==> src/rtl/hack_alu_serial.sv <==
// Digit-serial Hack ALU: accepts one operation, evaluates zx/nx/zy/ny/f/no DIGIT bits per
// cycle and holds a registered result (out/zr/ng/cy) until the consumer takes it.
module hack_alu_serial #(
  parameter int WIDTH = 16,
  parameter int DIGIT = 4
) (
  input  logic             clk,
  input  logic             rst_n,
  input  logic             in_valid,
  output logic             in_ready,
  input  logic [WIDTH-1:0] x,
  input  logic [WIDTH-1:0] y,
  input  logic             zx,
  input  logic             nx,
  input  logic             zy,
  input  logic             ny,
  input  logic             f,
  input  logic             no,
  output logic             out_valid,
  input  logic             out_ready,
  output logic [WIDTH-1:0] out,
  output logic             zr,
  output logic             ng,
  output logic             cy
);

  localparam int N     = WIDTH / DIGIT;
  localparam int CNT_W = (N > 1) ? $clog2(N) : 1;

  typedef enum logic [1:0] {IDLE, RUN, DONE} state_e;

  state_e state_q, state_d;

  logic             init_q;
  logic [WIDTH-1:0] xs_q, ys_q, acc_q, out_q;
  logic             f_q, no_q, carry_q;
  logic [CNT_W-1:0] cnt_q;
  logic             zr_q, ng_q, cy_q;

  logic             fire, cnt_last, done_entry;
  logic [WIDTH-1:0] x_zero, x_prep, y_zero, y_prep;
  logic [DIGIT-1:0] x_dig, y_dig, dig, dig_o;
  logic [DIGIT:0]   dig_sum;
  logic             carry_d;
  logic [WIDTH+DIGIT-1:0] acc_cat;
  logic [WIDTH-1:0] acc_d;

  // ---------------------------------------------------------------------------
  // FSM: state register
  // ---------------------------------------------------------------------------
  // NOTE: sequential state uses non-blocking (<=) so every flop samples pre-edge values.
  always_ff @(posedge clk or negedge rst_n) begin
    if (!rst_n) begin
      state_q <= IDLE;
      init_q  <= 1'b0;
    end else begin
      state_q <= state_d;
      init_q  <= 1'b1;
    end
  end

  // ---------------------------------------------------------------------------
  // FSM: next-state logic
  // ---------------------------------------------------------------------------
  // NOTE: every comb output gets a default first, so no path can infer a latch.
  always_comb begin
    state_d = state_q;
    unique case (state_q)
      IDLE:    if (fire)      state_d = RUN;
      RUN:     if (cnt_last)  state_d = DONE;
      DONE:    if (out_ready) state_d = IDLE;
      default:                state_d = IDLE;
    endcase
  end

  // ---------------------------------------------------------------------------
  // FSM: outputs (init_q holds in_ready low until the first edge after reset)
  // ---------------------------------------------------------------------------
  always_comb begin
    in_ready  = 1'b0;
    out_valid = 1'b0;
    unique case (state_q)
      IDLE:    in_ready  = init_q;
      DONE:    out_valid = 1'b1;
      default: ;
    endcase
  end

  assign fire       = in_valid && in_ready;
  assign cnt_last   = (cnt_q == CNT_W'(N - 1));
  assign done_entry = (state_q == RUN) && cnt_last;

  // Operand conditioning applied once, at accept time.
  assign x_zero = zx ? '0 : x;
  assign x_prep = nx ? ~x_zero : x_zero;
  assign y_zero = zy ? '0 : y;
  assign y_prep = ny ? ~y_zero : y_zero;

  // One digit step; carry only moves on adds, so it stays 0 for f=0 operations.
  assign x_dig   = xs_q[DIGIT-1:0];
  assign y_dig   = ys_q[DIGIT-1:0];
  assign dig_sum = {1'b0, x_dig} + {1'b0, y_dig} + {{DIGIT{1'b0}}, carry_q};
  assign dig     = f_q ? dig_sum[DIGIT-1:0] : (x_dig & y_dig);
  assign dig_o   = dig ^ {DIGIT{no_q}};
  assign carry_d = f_q ? dig_sum[DIGIT] : carry_q;

  // Result fills from the MSB end; after N digits the first digit sits at the LSB.
  assign acc_cat = {dig_o, acc_q};
  assign acc_d   = acc_cat[WIDTH+DIGIT-1:DIGIT];

  // ---------------------------------------------------------------------------
  // Datapath
  // ---------------------------------------------------------------------------
  always_ff @(posedge clk or negedge rst_n) begin
    if (!rst_n) begin
      xs_q    <= '0;
      ys_q    <= '0;
      acc_q   <= '0;
      f_q     <= 1'b0;
      no_q    <= 1'b0;
      carry_q <= 1'b0;
      cnt_q   <= '0;
      out_q   <= '0;
      zr_q    <= 1'b0;
      ng_q    <= 1'b0;
      cy_q    <= 1'b0;
    end else begin
      if (fire) begin
        xs_q    <= x_prep;
        ys_q    <= y_prep;
        f_q     <= f;
        no_q    <= no;
        carry_q <= 1'b0;
        cnt_q   <= '0;
      end else if (state_q == RUN) begin
        xs_q    <= xs_q >> DIGIT;
        ys_q    <= ys_q >> DIGIT;
        acc_q   <= acc_d;
        carry_q <= carry_d;
        cnt_q   <= cnt_q + CNT_W'(1);
      end
      if (done_entry) begin
        out_q <= acc_d;
        zr_q  <= (acc_d == '0);
        ng_q  <= acc_d[WIDTH-1];
        cy_q  <= carry_d;
      end
    end
  end

  assign out = out_q;
  assign zr  = zr_q;
  assign ng  = ng_q;
  assign cy  = cy_q;

endmodule

==> config.mk <==
export PLATFORM = sky130hd
export DESIGN_NAME = hack_alu_serial
export DESIGN_NICKNAME = d
export VERILOG_FILES = /design/src/rtl/hack_alu_serial.sv
export SDC_FILE = /design/constraint.sdc
export NUM_CORES = 1
export LEC_CHECK = 0
export CAP_MARGIN = 20
export CORE_MARGIN = 1
export CORE_UTILIZATION = 25
export DETAILED_ROUTE_END_ITERATION = 8
export SETUP_SLACK_MARGIN = 0.2
export SYNTH_ARGS = -nofsm -noshare
export SYNTH_HDL_FRONTEND = slang
export SYNTH_SLANG_ARGS = --single-unit
==> constraint.sdc <==
create_clock -name clk -period 2.95 [get_ports clk]
set_clock_uncertainty 0.15 [all_clocks]
set_input_delay 0.7375 -clock clk [delete_from_list [all_inputs] [get_ports clk]]
set_output_delay 0.7375 -clock clk [all_outputs]
set_load 0.005 [all_outputs]
==> results.md <==
- Vias in the first global route: 2748
- Setup violators final: 0
- Pins Over Slew Limit: 0
- WL final: 7720 um
- CTS buffer count: 9
- Synth area leader: dfrtp_1
- Worst Hold Class: input pin to asynchronous set/reset pin
- Area growth syn-to-layout: 31.9%
- Post-synth cell types: 38
- Row count: 43
- DRC Markers: 0
- H-tree Lvls: 3
- Post-Syn Area per Cell: 9.38 sq um
- Largest net degree at the start of global routing: 34
- Ant diodes: 0
- Min Hold Slack: 221 ps
- Worst-margin pin slew: 715 ps
- Maxcap violations: 0
- Area of the die: 15100 sq um
- Post-synth top area share: 0.480
- RSZ-0062 raised after global routing: false
- Antenna violations before repair: 0
- Relative slew margins: 0.523
- Syn. warnings: 0
- Final hold viol count: 0
- Post-placement cell area: 4440 sq um
- Post-Syn Nets: 438
- PwrDens: 1020 nW/um^2
- Non-Filler Instances: 627
- Fraction of registers with async set or reset after synthesis: 1.00
- Nets: 491
- DP Wirelength: 5600 um
- Setup Total Neg Slack: 0 ps
- GRT Total Usage: 0.111
- I/O pins: 63
- Synth top area cells: dfrtp_1, nand2_1, xnor2_1
- Post-synth EDFFs: 0
- Hold-fix buffers at CTS: 0
- Status: finished, final reports clean
- Final cycle utilization of the critical path: 0.829
- Leakage: 0.00207 uW
- CP Class: register to primary output
- # placed instances: 611
- DRT antenna net count: 0
- Seq/Total Area, Yosys: 0.480
- CTS tree: done
- Root Driver: clkbuf_16
- Crit. End Element: primary output
- Initial DRC count: 170
- DR WL/cell: 12.3 um
- Minimum clock period: 2440 ps
- Commonest cells post-synth: nand2_1, dfrtp_1, xnor2_1
- Drt via density: 4.46
- CTS max path bufs: 2
- Core Box Area: 14000 sq um
- Initial core utilization: 0.260
- Clk_lat worst skew: 330 ps
- Peak VDD IR: 0.380 mV
- Top-count cell post-synth: nand2_1
- Layout cells sized above 1: 0.0984
- Setup Fix Bufs, Post-CTS: 0
- Pwr Total: 4920 uW
- CP arrival: 1560 ps
- DR vias: 2794
- Die Y: 123 um
- Crit path required time: 2060 ps
- Worst-path fanout max: 5
- Critical Path Start: state_q[1]
- Post-Syn Instances: 389
- Synth Flop Type: dfrtp_1
- R2R Path Start: xs_q[0]
- Critical Path Start Type: register
- Reg clk slew, reported paths: 60 ps
- CTS sink cnt: 70
- Fmax achieved: 409 MHz
- Post-CTS sizing: 0
- Synth Register Bits: 70
- Fin area: 4810 sq um
- Routability congestion estimate: 0.780
- Gr ovfl total: 0
- Die width: 123 um
- Post-Syn Area: 3650 sq um
- First-pass DRT Iterations: 4
- PortBufs: 62
- First-pass GRT wire length: 13000 um
==> cells in the final DEF (no fill, tap or decap), drive strengths merged, types with 10 or more instances in the layout <==
cell and instances:
nand2b 26, clkbuf 11, clkdlybuf4s50 61, dfrtp 70, nand3 10, xnor2 34
a31oi 24, o21ai 20, nor2 27, nand2 88, mux2 14
==> critical path, cell delays in order (launching register included) <==
cell and delay (ps):
dfrtp_1 440, nor3b_2 260, clkdlybuf4s50_1 530
==> kinds of logic after synthesis <==
kind of cell,share of synthesized area
simple gates,0.225
flops,0.480
compound gates,0.0909
xor+xnor,0.0888
buf+inv,0.0370
mux,0.0487
fa+ha+maj,0.0281
other cells,0.00103
==> final timing paths <==
path | slack (ps) | cells after the start | end
max | 510 | 2 | in_ready
min | 220 | 1 | out[6]
min in group clk | 330 | 2 | cy
min reg2reg | 330 | 2 | cy
max in group asynchronous | 1710 | 2 | xs_q[0]
max reg2reg | 560 | 5 | zr
==> power breakdown <==
group / leakage, uW / internal, uW / switching [uW]
Combinational: 0.00100 / 896 / 965
Clock: 0.000180 / 937 / 399
Sequential: 0.000885 / 1390 / 337
Total: 0.00207 / 3220 / 1700
==> metal layers <==
layer	GRT usage	part of all wire	wire length, um	vias up
met1	0.143	0.48	3680	1334
met5	0	0	0	-
li1	-	-	-	1394
met2	0.181	0.47	3620	57
met3	0.0283	0.041	314	9
met4	0.0389	0.013	102	0
==> registers in the layout, summed over array words and instances, names as in the netlist <==
name / count
acc_q: 12
carry_q: 1
cnt_q: 2
cy: 1
f_q: 1
init_q: 1
no_q: 1
out: 16
state_q: 2
xs_q: 16
ys_q: 16
zr: 1
==> layout make-up <==
type	count	area, sq um
repair buffers	70	688
clock buffers	11	243
multi-input cells	289	1770
well taps	180	225
inverters	2	7.51
flip-flops and latches	70	1750
clock inverters	5	129
fillers	1409	9230
==> per-stage QoR <==
stage,setup slack (ps),util
floorplan,641,-
global placement,599,0.316
detailed placement,574,0.316
CTS,488,0.343
global route,414,0.343
finish,506,0.343
No activity file was read; power rests on OpenSTA's default activity.
